===== src/rtl/gate_bank_if.sv =====
// Operand/result bundle for gate_bank_reg: channel k occupies bits [k*WIDTH +: WIDTH].
// The driving side (a, b, fn, en, flt_inj, bist_start) is the master; the gate bank is the slave.
interface gate_bank_if #(
  parameter int CHANNELS = 4,
  parameter int WIDTH    = 1
);
  localparam int FCW = (CHANNELS > 1) ? $clog2(CHANNELS) : 1;

  logic [CHANNELS*WIDTH-1:0] a;
  logic [CHANNELS*WIDTH-1:0] b;
  logic [1:0]                fn;
  logic                      en;
  logic                      flt_inj;
  logic                      bist_start;
  logic [CHANNELS*WIDTH-1:0] y;
  logic                      bist_busy;
  logic                      bist_done;
  logic                      bist_fail;
  logic [FCW-1:0]            fail_ch;

  modport master (
    output a, b, fn, en, flt_inj, bist_start,
    input  y, bist_busy, bist_done, bist_fail, fail_ch
  );

  modport slave (
    input  a, b, fn, en, flt_inj, bist_start,
    output y, bist_busy, bist_done, bist_fail, fail_ch
  );
endinterface


===== src/rtl/gate_bank_reg.sv =====
// Bank of CHANNELS registered 2-input gates (OR/AND/XOR/NOR) with a BIST
// sequencer that sweeps every function's truth table across all channels.
module gate_lane #(
  parameter int WIDTH = 1
) (
  input  logic [WIDTH-1:0] a,
  input  logic [WIDTH-1:0] b,
  input  logic [1:0]       fn,
  output logic [WIDTH-1:0] y
);
  always_comb begin
    case (fn)
      2'b00:   y = a | b;
      2'b01:   y = a & b;
      2'b10:   y = a ^ b;
      default: y = ~(a | b);
    endcase
  end
endmodule

module gate_bank_reg #(
  parameter int CHANNELS = 4,
  parameter int WIDTH    = 1
) (
  input  logic        clk,
  input  logic        clr_n,
  gate_bank_if.slave  bus
);
  localparam int FCW = (CHANNELS > 1) ? $clog2(CHANNELS) : 1;

  typedef enum logic [1:0] {IDLE, APPLY, CHECK, DONE} state_t;

  state_t                       state;
  logic [3:0]                   v;
  logic [CHANNELS-1:0][WIDTH-1:0] op_a, op_b, gate_y, cap_y, y_q;
  logic [1:0]                   op_fn;
  logic                         tt;
  logic [CHANNELS-1:0]          mism;
  logic [FCW-1:0]               first_ch;
  logic                         busy_q, done_q, fail_q;
  logic [FCW-1:0]               fail_ch_q;

  // In APPLY the gates see all-a / all-b vectors derived from the counter.
  always_comb begin
    if (state == APPLY) begin
      op_a  = {(CHANNELS*WIDTH){v[1]}};
      op_b  = {(CHANNELS*WIDTH){v[0]}};
      op_fn = v[3:2];
    end else begin
      op_a  = bus.a;
      op_b  = bus.b;
      op_fn = bus.fn;
    end
  end

  for (genvar k = 0; k < CHANNELS; k++) begin : g_lane
    gate_lane #(.WIDTH(WIDTH)) u_lane (
      .a  (op_a[k]),
      .b  (op_b[k]),
      .fn (op_fn),
      .y  (gate_y[k])
    );
  end

  always_comb begin
    cap_y = gate_y;
    cap_y[CHANNELS-1][0] = gate_y[CHANNELS-1][0] ^ bus.flt_inj;
  end

  // Reference truth bit kept independent of the lanes so a broken lane is caught.
  always_comb begin
    case (v[3:2])
      2'b00:   tt = v[1] | v[0];
      2'b01:   tt = v[1] & v[0];
      2'b10:   tt = v[1] ^ v[0];
      default: tt = ~(v[1] | v[0]);
    endcase
  end

  always_comb begin
    for (int k = 0; k < CHANNELS; k++)
      mism[k] = (y_q[k] != {WIDTH{tt}});
  end

  always_comb begin
    first_ch = '0;
    for (int k = CHANNELS-1; k >= 0; k--)
      if (mism[k]) first_ch = FCW'(k);
  end

  always_ff @(posedge clk or negedge clr_n) begin
    if (!clr_n) begin
      state     <= IDLE;
      v         <= '0;
      y_q       <= '0;
      busy_q    <= 1'b0;
      done_q    <= 1'b0;
      fail_q    <= 1'b0;
      fail_ch_q <= '0;
    end else begin
      done_q <= 1'b0;
      case (state)
        IDLE: begin
          if (bus.bist_start) begin
            state     <= APPLY;
            v         <= '0;
            fail_q    <= 1'b0;
            fail_ch_q <= '0;
            busy_q    <= 1'b1;
          end else if (bus.en) begin
            y_q <= cap_y;
          end
        end
        APPLY: begin
          y_q   <= cap_y;
          state <= CHECK;
        end
        CHECK: begin
          if (|mism && !fail_q) begin
            fail_q    <= 1'b1;
            fail_ch_q <= first_ch;
          end
          if (v == 4'd15) begin
            state  <= DONE;
            busy_q <= 1'b0;
            done_q <= 1'b1;
          end else begin
            v     <= v + 4'd1;
            state <= APPLY;
          end
        end
        DONE:    state <= IDLE;
        default: state <= IDLE;
      endcase
    end
  end

  assign bus.y         = y_q;
  assign bus.bist_busy = busy_q;
  assign bus.bist_done = done_q;
  assign bus.bist_fail = fail_q;
  assign bus.fail_ch   = fail_ch_q;
endmodule


===== src/flat_wrapper.sv =====
// flat-port wrapper written by rule: the top's interface ports become plain ports
module gate_bank_reg_flat 
#(
  parameter int CHANNELS = 4,
  parameter int WIDTH    = 1
)
  (clk, clr_n, bus_a, bus_b, bus_fn, bus_en, bus_flt_inj, bus_bist_start, bus_y, bus_bist_busy, bus_bist_done, bus_bist_fail, bus_fail_ch);
  gate_bank_if #(.CHANNELS(CHANNELS), .WIDTH(WIDTH)) bus_i ();
  input  logic clk;
  input  logic clr_n;
  input wire logic [$bits(bus_i.a)-1:0] bus_a;
  input wire logic [$bits(bus_i.b)-1:0] bus_b;
  input wire logic [$bits(bus_i.fn)-1:0] bus_fn;
  input wire logic [$bits(bus_i.en)-1:0] bus_en;
  input wire logic [$bits(bus_i.flt_inj)-1:0] bus_flt_inj;
  input wire logic [$bits(bus_i.bist_start)-1:0] bus_bist_start;
  output wire logic [$bits(bus_i.y)-1:0] bus_y;
  output wire logic [$bits(bus_i.bist_busy)-1:0] bus_bist_busy;
  output wire logic [$bits(bus_i.bist_done)-1:0] bus_bist_done;
  output wire logic [$bits(bus_i.bist_fail)-1:0] bus_bist_fail;
  output wire logic [$bits(bus_i.fail_ch)-1:0] bus_fail_ch;
  assign bus_i.a = bus_a;
  assign bus_i.b = bus_b;
  assign bus_i.fn = bus_fn;
  assign bus_i.en = bus_en;
  assign bus_i.flt_inj = bus_flt_inj;
  assign bus_i.bist_start = bus_bist_start;
  assign bus_y = bus_i.y;
  assign bus_bist_busy = bus_i.bist_busy;
  assign bus_bist_done = bus_i.bist_done;
  assign bus_bist_fail = bus_i.bist_fail;
  assign bus_fail_ch = bus_i.fail_ch;
  gate_bank_reg #(.CHANNELS(CHANNELS), .WIDTH(WIDTH)) u_core (.clk(clk), .clr_n(clr_n), .bus(bus_i));
endmodule

===== config.mk =====
export PLATFORM = sky130hd
export DESIGN_NAME = gate_bank_reg_flat
export DESIGN_NICKNAME = d
export VERILOG_FILES = /design/src/rtl/gate_bank_if.sv /design/src/rtl/gate_bank_reg.sv /design/src/flat_wrapper.sv
export SDC_FILE = /design/constraint.sdc
export NUM_CORES = 1
export LEC_CHECK = 0
export CORE_ASPECT_RATIO = 1.75
export CORE_UTILIZATION = 50
export CTS_BUF_LIST = sky130_fd_sc_hd__clkbuf_8 sky130_fd_sc_hd__clkbuf_16
export CTS_CLUSTER_DIAMETER = 120
export CTS_CLUSTER_SIZE = 14
export DETAILED_ROUTE_END_ITERATION = 7
export DONT_BUFFER_PORTS = 1
export GPL_ROUTABILITY_DRIVEN = 0
export PLACE_DENSITY = 0.77
export SLEW_MARGIN = 30
export SYNTH_ARGS = -nofsm -noshare
export SYNTH_HDL_FRONTEND = slang
export SYNTH_SLANG_ARGS = --single-unit

===== constraint.sdc =====
create_clock -name clk -period 2.8 [get_ports clk]
set_input_delay 0.84 -clock clk [delete_from_list [all_inputs] [get_ports clk]]
set_output_delay 0.84 -clock clk [all_outputs]
set_load 0.01 [all_outputs]

==> out/qor.csv, run 1 <==
metric,value,unit
Detailed Place HPWL,2.32,mm
Setup crit start kind,flip-flop,
"Seq/Total Area, Yosys",0.289,
clk buf depth,2,
Avg WL per Cell,15.2,µm
P per Cell Area,1210,nW/µm²
post-cts gate resize count,0,
full die area,2820,µm²
Worst setup EP type,flip-flop,
Ant. Diodes,0,
f_max,437,MHz
CP top delay family,simple AND/OR/NAND/NOR gates,
Die H,69.5,µm
Slew headroom,0.505,
Synth area leader,dfrtp_1,
RSZ-0062 raised after global routing,false,
clk root buf,clkbuf_8,
Global Route Usage Sum,0.231,
CP startpoint,u_core.state[1],
Hold WS,281,ps
critical path class,reg -> reg,
"Setup Fix Bufs, Post-CTS",0,
Max Slew Vio Count,0,
Layout area overhead,3.75,%
Top Ports,24,
post-synthesis cell area,1300,µm²
Post-synth EDFFs,0,
Routed Antenna Nets,0,
GR Overflow Total,0,
Placeable Area,2460,µm²
syn_nets,185,
Crit path buffers/inverters,1,
Pre-antenna DRT Iters,4,
TritonCTS Sinks,15,
max incr delay on CP,520,ps
DRC,0,
Mean Syn Cell Area,8.12,µm²
Num CTS Buffers,3,
most frequent cells after synthesis,"24 x nand2_1, 19 x inv_1, 15 x dfrtp_1",
first-pass GRT wire length,4.57,mm
"top cells by area, synth","dfrtp_1 29%, ha_1 9.6%, nand2_1 6.9%, inv_1 5.5%, a21oi_1 4.6%",
Critical-path top delay cell,dfrtp_1,
vias,1136,
hold buffer count at cts,0,
final setup violation count,0,
skew final,2.94,ps
crit-path max FO,15,
Horiz. Die Dim,40.5,µm
most common cell in the netlist,nand2_1,
minimum clock period,2290,ps
post-synth cell types,44,
Pleak,0.623,nW
Synth Flop Type,dfrtp_1,
#FFs+latches synth,15,
WL final,2.81,mm
critical path arrival,2390,ps
Starting Density,0.528,
ys async rst share,1.00,
H-tree levels,1,
type of the worst min-delay path,in -> async,
largest net degree at the start of global routing,16,
reg2reg start,u_core.state[1],
Crit path required time,2910,ps
Tot Pwr,1.64,mW
crit-path cells,"nand2b_2, nor2_1, a21oi_1, inv_1, ha_1, nor2b_1, a2bb2oi_2, and4_1, o31ai_2",
Final Cycle Share,0.816,
worst-margin pin slew,735,ps
Final #Nets,185,
Port Buffers,0,
placement row count,24,
status,completed,
"Clk Latency, worst-skew pair",250,ps
layout cell share with drive strength beyond 1,0.0755,
Mapped Cells,160,
CTS tree,yes,
initial antenna violation count,0,
Post-Route Utilization,0.548,
Fin. Hold Viols,0,
vias in the first global route,1073,
worst vdd ir,604,µV
vias per inst,6.14,
clock-pin slew on the worst setup and hold paths,60,ps
max_cap viols,0,
Setup TNS Final,0,ps
Filler cells,230,
Initial DRC Count,14,
synth warn,0,
Synth top area share,0.289,
==> worst paths after layout <==
kind,to,slack (ps),depth (start not counted)
max in group asynchronous,u_core.v[3],2450,0
hold / removal,u_core.bus.y[0],280,0
hold reg to reg,u_core.bus.bist_busy,580,2
setup reg to reg,u_core.bus.y[3],510,9
min in group clk,u_core.bus.bist_busy,580,2
setup / recovery,u_core.bus.y[3],510,9
==> kinds of logic (layout without fill, tap and decap cells) <==
kind of cell             count (synthesis)  after routing  share of synthesized area
AO/OA/AOI/OAI                           52             52                      0.278
adder cells (fa/ha/maj)                 10             10                     0.0962
buffers and inverters                   24             23                     0.0770
flip-flops                              15             15                      0.289
multiplexers                             5              5                     0.0626
AND/OR/NAND/NOR                         54             54                      0.197
==> area by class of cell <==
cell class	instances	area, µm²	area share
multi-input combinational	121	825	0.611
sequential	15	375	0.278
inverter	19	71.3	0.0529
clock buffer	3	41.3	0.0306
tap	26	32.5	0.0241
clock inverter	1	3.75	0.00278
==> state kept, by name (all words and copies together), names as in the netlist <==
signal	cells
u_core.bus.fail_ch	2
u_core.state	2
u_core.v	4
u_core.bus.y	4
u_core.bus.bist_done	1
u_core.bus.bist_busy	1
u_core.bus.bist_fail	1
==> placed cells by master (no fill, tap or decap), drive strengths merged <==
master / n
a2111oi: 1
a211oi: 3
a21o: 3
a21oi: 12
a22o: 1
a22oi: 1
a2bb2oi: 2
a31oi: 2
a32o: 1
a32oi: 1
and3: 1
and4: 2
clkbuf: 3
dfrtp: 15
ha: 10
inv: 20
mux2: 2
mux2i: 3
nand2: 24
nand2b: 5
nand3: 2
nand3b: 1
nor2: 11
nor2b: 3
nor3: 2
nor4: 1
nor4b: 1
o2111ai: 1
o211ai: 6
o21a: 1
o21ai: 10
o22ai: 3
o31a: 1
o31ai: 3
or3: 1
==> where the power goes <==
| group | total, mW | internal (mW) | switching, mW |
|---|---|---|---|
| Clock | 0.171 | 0.0971 | 0.0742 |
| Sequential | 0.445 | 0.293 | 0.152 |
| Combinational | 1.02 | 0.441 | 0.579 |
==> layer usage <==
layer | GRT usage | part of all wire | vias up
li1 | - | - | 569
met1 | 0.246 | 0.39 | 532
met2 | 0.406 | 0.55 | 28
met3 | 0.0353 | 0.032 | 7
met4 | 0.100 | 0.026 | 0
met5 | 0 | 0 | -
==> through the flow <==
stage	instances	worst slack [ps]	instance area, µm²
final	185	514	1350
after floorplan	160	682	1300
after global routing	185	314	1350
after detailed placement	181	551	1300
after CTS	185	536	1350
after global placement	181	604	1300
No activity file was read; power rests on OpenSTA's default activity.
==> inputs of run 2 (changes only) <==
==> constraint.sdc (replaced) <==
create_clock -name clk -period 2.4 [get_ports clk]
set_input_delay 0.72 -clock clk [delete_from_list [all_inputs] [get_ports clk]]
set_output_delay 0.72 -clock clk [all_outputs]
set_load 0.01 [all_outputs]
==> run 2 against run 1 <==
Hold slack worse by 120 ps. Non-clock buffer count is 3 higher. Sequential power is 14% higher. Clock-buffer cell count stayed put. Final cell count is 1.6% higher. First-iteration DRC count is 79% higher. Largest cell class unchanged. Global-route usage is 0.55 points higher.
==> out/qor.csv, run 2 (synthesis results as in run 1) <==
metric,value,unit,change
worst reg-to-reg path cell count,7,,was 9
Starting Density,0.528,,unchanged
GR Overflow Total,0,,unchanged
Pre-antenna DRT Iters,4,,unchanged
Tot Pwr,1.95,mW,was 1.64 mW
"most common cell after layout, fill and taps aside",nand2_1,,unchanged
CP top delay family,simple AND/OR/NAND/NOR gates,,unchanged
grt met1 use,0.244,,was 0.246
final setup violation count,0,,unchanged
Crit path buffers/inverters,1,,unchanged
skew final,3.23,ps,was 2.94 ps
Horiz. Die Dim,40.5,µm,unchanged
layout cell share with drive strength beyond 1,0.0926,,was 0.0755
Worst setup EP type,flip-flop,,unchanged
Die H,69.5,µm,unchanged
H-tree levels,1,,unchanged
worst vdd ir,752,µV,was 604 µV
post-cts gate resize count,0,,unchanged
"Setup Fix Bufs, Post-CTS",0,,unchanged
Port Buffers,0,,unchanged
Ant. Diodes,0,,unchanged
Fin. Hold Viols,0,,unchanged
vias in the first global route,1135,,was 1073
Num CTS Buffers,3,,unchanged
Crit path required time,2510,ps,was 2910 ps
max_cap viols,0,,unchanged
Setup TNS Final,0,ps,unchanged
reg2reg setup slack,340,ps,was 510 ps
Critical-path top delay cell,dfrtp_1,,unchanged
critical path class,reg -> reg,,unchanged
Max Slew Vio Count,0,,unchanged
Critical Path Stages,7,,was 9
clock-pin slew on the worst setup and hold paths,60,ps,about the same
met2 GRT Util,0.402,,was 0.406
reg2reg end,u_core.bus.fail_ch[1],,was u_core.bus.y[3]
hold buffer count at cts,0,,unchanged
crit-path max FO,6,,was 15
Global Route Usage Sum,0.237,,was 0.231
Initial DRC Count,25,,was 14
clk buf depth,2,,unchanged
status,completed,,unchanged
largest net degree at the start of global routing,16,,unchanged
Setup crit start kind,flip-flop,,unchanged
GRT met3 Usage,0.0449,,was 0.0353
type of the worst min-delay path,in -> async,,unchanged
Layout area overhead,5.49,%,was 3.75%
WL final,2.99,mm,was 2.81 mm
initial antenna violation count,0,,unchanged
"Clk Latency, worst-skew pair",250,ps,about the same
"commonest non-fill, non-tap cells in the layout","24 x nand2_1, 20 x inv_1, 15 x dfrtp_1, 12 x a21oi_1, 11 x nor2_1",,unchanged
Final #Nets,188,,was 185
Placeable Area,2460,µm²,unchanged
max incr delay on CP,450,ps,was 520 ps
reg2reg start,u_core.v[0],,was u_core.state[1]
Hold WS,163,ps,was 281 ps
Routed Antenna Nets,0,,unchanged
f_max,484,MHz,was 437 MHz
Avg WL per Cell,15.9,µm,was 15.2 µm
vias per inst,6.34,,was 6.14
P per Cell Area,1430,nW/µm²,was 1210 nW/µm²
Final Cycle Share,0.860,,was 0.816
full die area,2820,µm²,unchanged
Detailed Place HPWL,2.47,mm,was 2.32 mm
Most Crowded Layer GR,met2,,unchanged
Slew headroom,0.549,,was 0.505
first-pass GRT wire length,4.73,mm,was 4.57 mm
CTS tree,yes,,unchanged
Top Ports,24,,unchanged
RSZ-0062 raised after global routing,false,,unchanged
TritonCTS Sinks,15,,unchanged
DRC,0,,unchanged
crit-path cells,"inv_1, ha_1, nor2b_1, a32oi_1, a21oi_1, nor3_1, o211ai_1",,"was nand2b_2, nor2_1, a21oi_1, inv_1, ha_1, nor2b_1, a2bb2oi_2, and4_1, o31ai_2"
critical path arrival,2180,ps,was 2390 ps
clk root buf,clkbuf_8,,unchanged
minimum clock period,2060,ps,was 2290 ps
worst-margin pin slew,669,ps,was 735 ps
Pleak,0.638,nW,was 0.623 nW
placement row count,24,,unchanged
vias,1191,,was 1136
==> run 2: power breakdown <==
group	total, mW	switching (mW)	internal, mW	leakage, nW
combinational	1.25	0.702	0.544	0.425
sequential	0.508	0.166	0.342	0.186
clock	0.201	0.0875	0.113	0.0269
total	1.95	0.955	0.999	0.638
==> run 2: final cells by class <==
class / count / area (µm²)
clock buffers: 3 / 41.3
repair buffers: 3 / 22.5
inverters: 19 / 71.3
flip-flops and latches: 15 / 375
clock inverters: 1 / 3.75
fillers: 236 / 1090
multi-input cells: 121 / 825
well taps: 26 / 32.5
==> run 2: how the worst max path moves through the flow <==
stage                               start                    end
after floorplan           u_core.state[0]        u_core.bus.y[3]
final                         u_core.v[0]  u_core.bus.fail_ch[1]
after detailed placement      u_core.v[0]  u_core.bus.fail_ch[1]
after CTS                     u_core.v[0]  u_core.bus.fail_ch[1]
after global placement        u_core.v[0]  u_core.bus.fail_ch[0]
after global routing          u_core.v[0]  u_core.bus.fail_ch[0]
==> run 2: routing by layer <==
| metal | wire length [µm] | up-vias |
|---|---|---|
| li1 | - | 574 |
| met1 | 1080 | 564 |
| met2 | 1660 | 39 |
| met3 | 101 | 14 |
| met4 | 148 | 0 |
| met5 | 0 | - |
==> run 2: per-stage QoR <==
stage	worst slack, ps	instances	utilization	instance area, µm²
2_1_floorplan	282	160	-	1300
3_3_place_gp	409	184	0.539	1330
3_5_place_dp	340	184	0.539	1330
4_1_cts	353	188	0.557	1370
5_1_grt	178	188	0.557	1370
6_report	335	188	0.557	1370
==> inputs of run 3 (changes only) <==
--- a/config.mk
+++ b/config.mk
@@ -5,16 +5,15 @@
 export SDC_FILE = /design/constraint.sdc
 export NUM_CORES = 1
 export LEC_CHECK = 0
-export CORE_ASPECT_RATIO = 1.75
+export CORE_ASPECT_RATIO = 0.75
 export CORE_UTILIZATION = 50
 export CTS_BUF_LIST = sky130_fd_sc_hd__clkbuf_8 sky130_fd_sc_hd__clkbuf_16
 export CTS_CLUSTER_DIAMETER = 120
-export CTS_CLUSTER_SIZE = 14
+export CTS_CLUSTER_SIZE = 24
 export DETAILED_ROUTE_END_ITERATION = 7
 export DONT_BUFFER_PORTS = 1
 export GPL_ROUTABILITY_DRIVEN = 0
 export PLACE_DENSITY = 0.77
-export SLEW_MARGIN = 30
 export SYNTH_ARGS = -nofsm -noshare
 export SYNTH_HDL_FRONTEND = slang
 export SYNTH_SLANG_ARGS = --single-unit
==> run 3 against run 2 <==
Utilization up 1.9 points. Worst setup slack worse by 78 ps. Global-route usage fell by 0.31 points. Routed wire length grew 0.17%. Critical path depth is 2 higher. Total power down 0.72%. Die area fell by 0.20%. Non-clock buffer count decreased by 1. Fmax fell by 3.7%. Clock skew decreased by 1.4 ps. Register-to-register slack worse by 80 ps.
==> out/qor.csv, run 3 (synthesis results as in run 1) <==
metric,value,unit,change
status,completed,,unchanged
"commonest non-fill, non-tap cells in the layout","24 x nand2_1, 20 x inv_1, 15 x dfrtp_1, 12 x a21oi_1, 11 x nor2_1",,unchanged
Max Slew Vio Count,0,,unchanged
critical path arrival,2300,ps,was 2180 ps
Detailed Place HPWL,2.41,mm,was 2.47 mm
"Setup Fix Bufs, Post-CTS",0,,unchanged
vias in the first global route,1052,,was 1135
GRT met3 Usage,0.0815,,was 0.0449
vias,1136,,was 1191
Place WS,274,ps,was 340 ps
GR Overflow Total,0,,unchanged
Pre-antenna DRT Iters,4,,unchanged
clock-pin slew on the worst setup and hold paths,60,ps,about the same
Crit path required time,2560,ps,was 2510 ps
Global Route Usage Sum,0.234,,was 0.237
type of the worst min-delay path,in -> async,,unchanged
Top Ports,24,,unchanged
initial antenna violation count,0,,unchanged
RSZ-0062 raised after global routing,false,,unchanged
clk root buf,clkbuf_8,,unchanged
worst reg-to-reg path cell count,9,,was 7
Port Buffers,0,,unchanged
full die area,2810,µm²,was 2820 µm²
Initial DRC Count,46,,was 25
Avg WL per Cell,15.3,µm,was 15.9 µm
TritonCTS Sinks,15,,unchanged
Routed Antenna Nets,0,,unchanged
final setup violation count,0,,unchanged
P per Cell Area,1410,nW/µm²,was 1430 nW/µm²
hold buffer count at cts,0,,unchanged
DRC,0,,unchanged
H-tree levels,1,,unchanged
vias per inst,5.83,,was 6.34
Setup crit start kind,flip-flop,,unchanged
"Clk Latency, worst-skew pair",250,ps,about the same
Final Cycle Share,0.893,,was 0.860
Post-Route Utilization,0.576,,was 0.557
Pleak,0.633,nW,was 0.638 nW
first-pass GRT wire length,4.61,mm,was 4.73 mm
Die H,46.2,µm,was 69.5 µm
"most common cell after layout, fill and taps aside",nand2_1,,unchanged
crit-path max FO,15,,was 6
reg2reg end,u_core.bus.y[3],,was u_core.bus.fail_ch[1]
WL final,2.99,mm,about the same
worst vdd ir,620,µV,was 752 µV
Slew headroom,0.589,,was 0.549
DP Area,1330,µm²,about the same
Placeable Area,2380,µm²,was 2460 µm²
clk buf depth,2,,unchanged
Horiz. Die Dim,60.9,µm,was 40.5 µm
minimum clock period,2140,ps,was 2060 ps
max_cap viols,0,,unchanged
setup ws final,257,ps,was 335 ps
Worst setup EP type,flip-flop,,unchanged
Fin. Hold Viols,0,,unchanged
skew final,1.83,ps,was 3.23 ps
reg2reg start,u_core.state[0],,was u_core.v[0]
layout cell share with drive strength beyond 1,0.0870,,was 0.0926
Filler cells,243,,was 236
Layout area overhead,5.68,%,was 5.49%
Final #Nets,187,,was 188
critical path class,reg -> reg,,unchanged
met2 GRT Util,0.389,,was 0.402
f_max,467,MHz,was 484 MHz
grt met1 use,0.293,,was 0.244
reg2reg setup slack,260,ps,was 340 ps
Most Crowded Layer GR,met2,,unchanged
post-cts gate resize count,0,,unchanged
dpl cells,191,,was 184
largest net degree at the start of global routing,16,,unchanged
Ant. Diodes,0,,unchanged
"Design Area, Final",1370,µm²,about the same
CTS tree,yes,,unchanged
placement row count,15,,was 24
Num CTS Buffers,3,,unchanged
Setup TNS Final,0,ps,unchanged
worst-margin pin slew,610,ps,was 669 ps
Starting Density,0.545,,was 0.528
Post-Layout Cell Count,195,,was 188
[run 3: changes by cell type in the layout (fill, tap and decap cells not counted), sizes merged]
cell	delta
buf	-1
[run 3: worst max path at each step]
stage | to | depth (start not counted) | slack (ps) | from
2_1_floorplan | u_core.bus.y[3] | 11 | 280 | u_core.state[0]
3_3_place_gp | u_core.bus.y[3] | 9 | 370 | u_core.state[0]
3_5_place_dp | u_core.bus.y[2] | 8 | 270 | u_core.state[0]
4_1_cts | u_core.bus.y[2] | 8 | 260 | u_core.state[0]
5_1_grt | u_core.bus.y[3] | 8 | 60 | u_core.state[0]
6_report | u_core.bus.y[3] | 9 | 260 | u_core.state[0]
[run 3: through the flow]
step / power (mW) / hold WS, ps
6_report: 1.94 / 157
5_1_grt: 2.13 / 140
4_1_cts: 1.94 / 153
3_5_place_dp: 1.73 / 425
3_3_place_gp: 1.65 / 425
2_1_floorplan: 1.49 / 424
[run 3: per-layer routing]
metal | share of wire | vias to the layer above
met2 | 0.46 | 24
met5 | 0 | -
met3 | 0.043 | 2
li1 | - | 573
met4 | 0.0047 | 0
met1 | 0.49 | 537
[run 3: critical path, cell delays in order (launching register included)]
cell,delay (ps)
dfrtp_1,470
nand2b_2,330
nor2_1,70
a21oi_1,170
inv_1,60
ha_1,290
nor2b_1,170
a2bb2oi_2,70
and4_1,230
o31ai_2,190
[run 3: layout make-up]
class	count	area, µm²	area share
multi-input combinational	121	825	0.600
sequential	15	375	0.273
tap	34	42.5	0.0310
clock buffer	3	41.3	0.0301
inverter	19	71.3	0.0519
clock inverter	1	3.75	0.00273
timing repair buffer	2	15.0	0.0109
[run 3: power breakdown]
group          switching, mW  internal, mW
registers              0.172         0.342
clock network         0.0915         0.114
logic                  0.694         0.527
total                  0.958         0.982
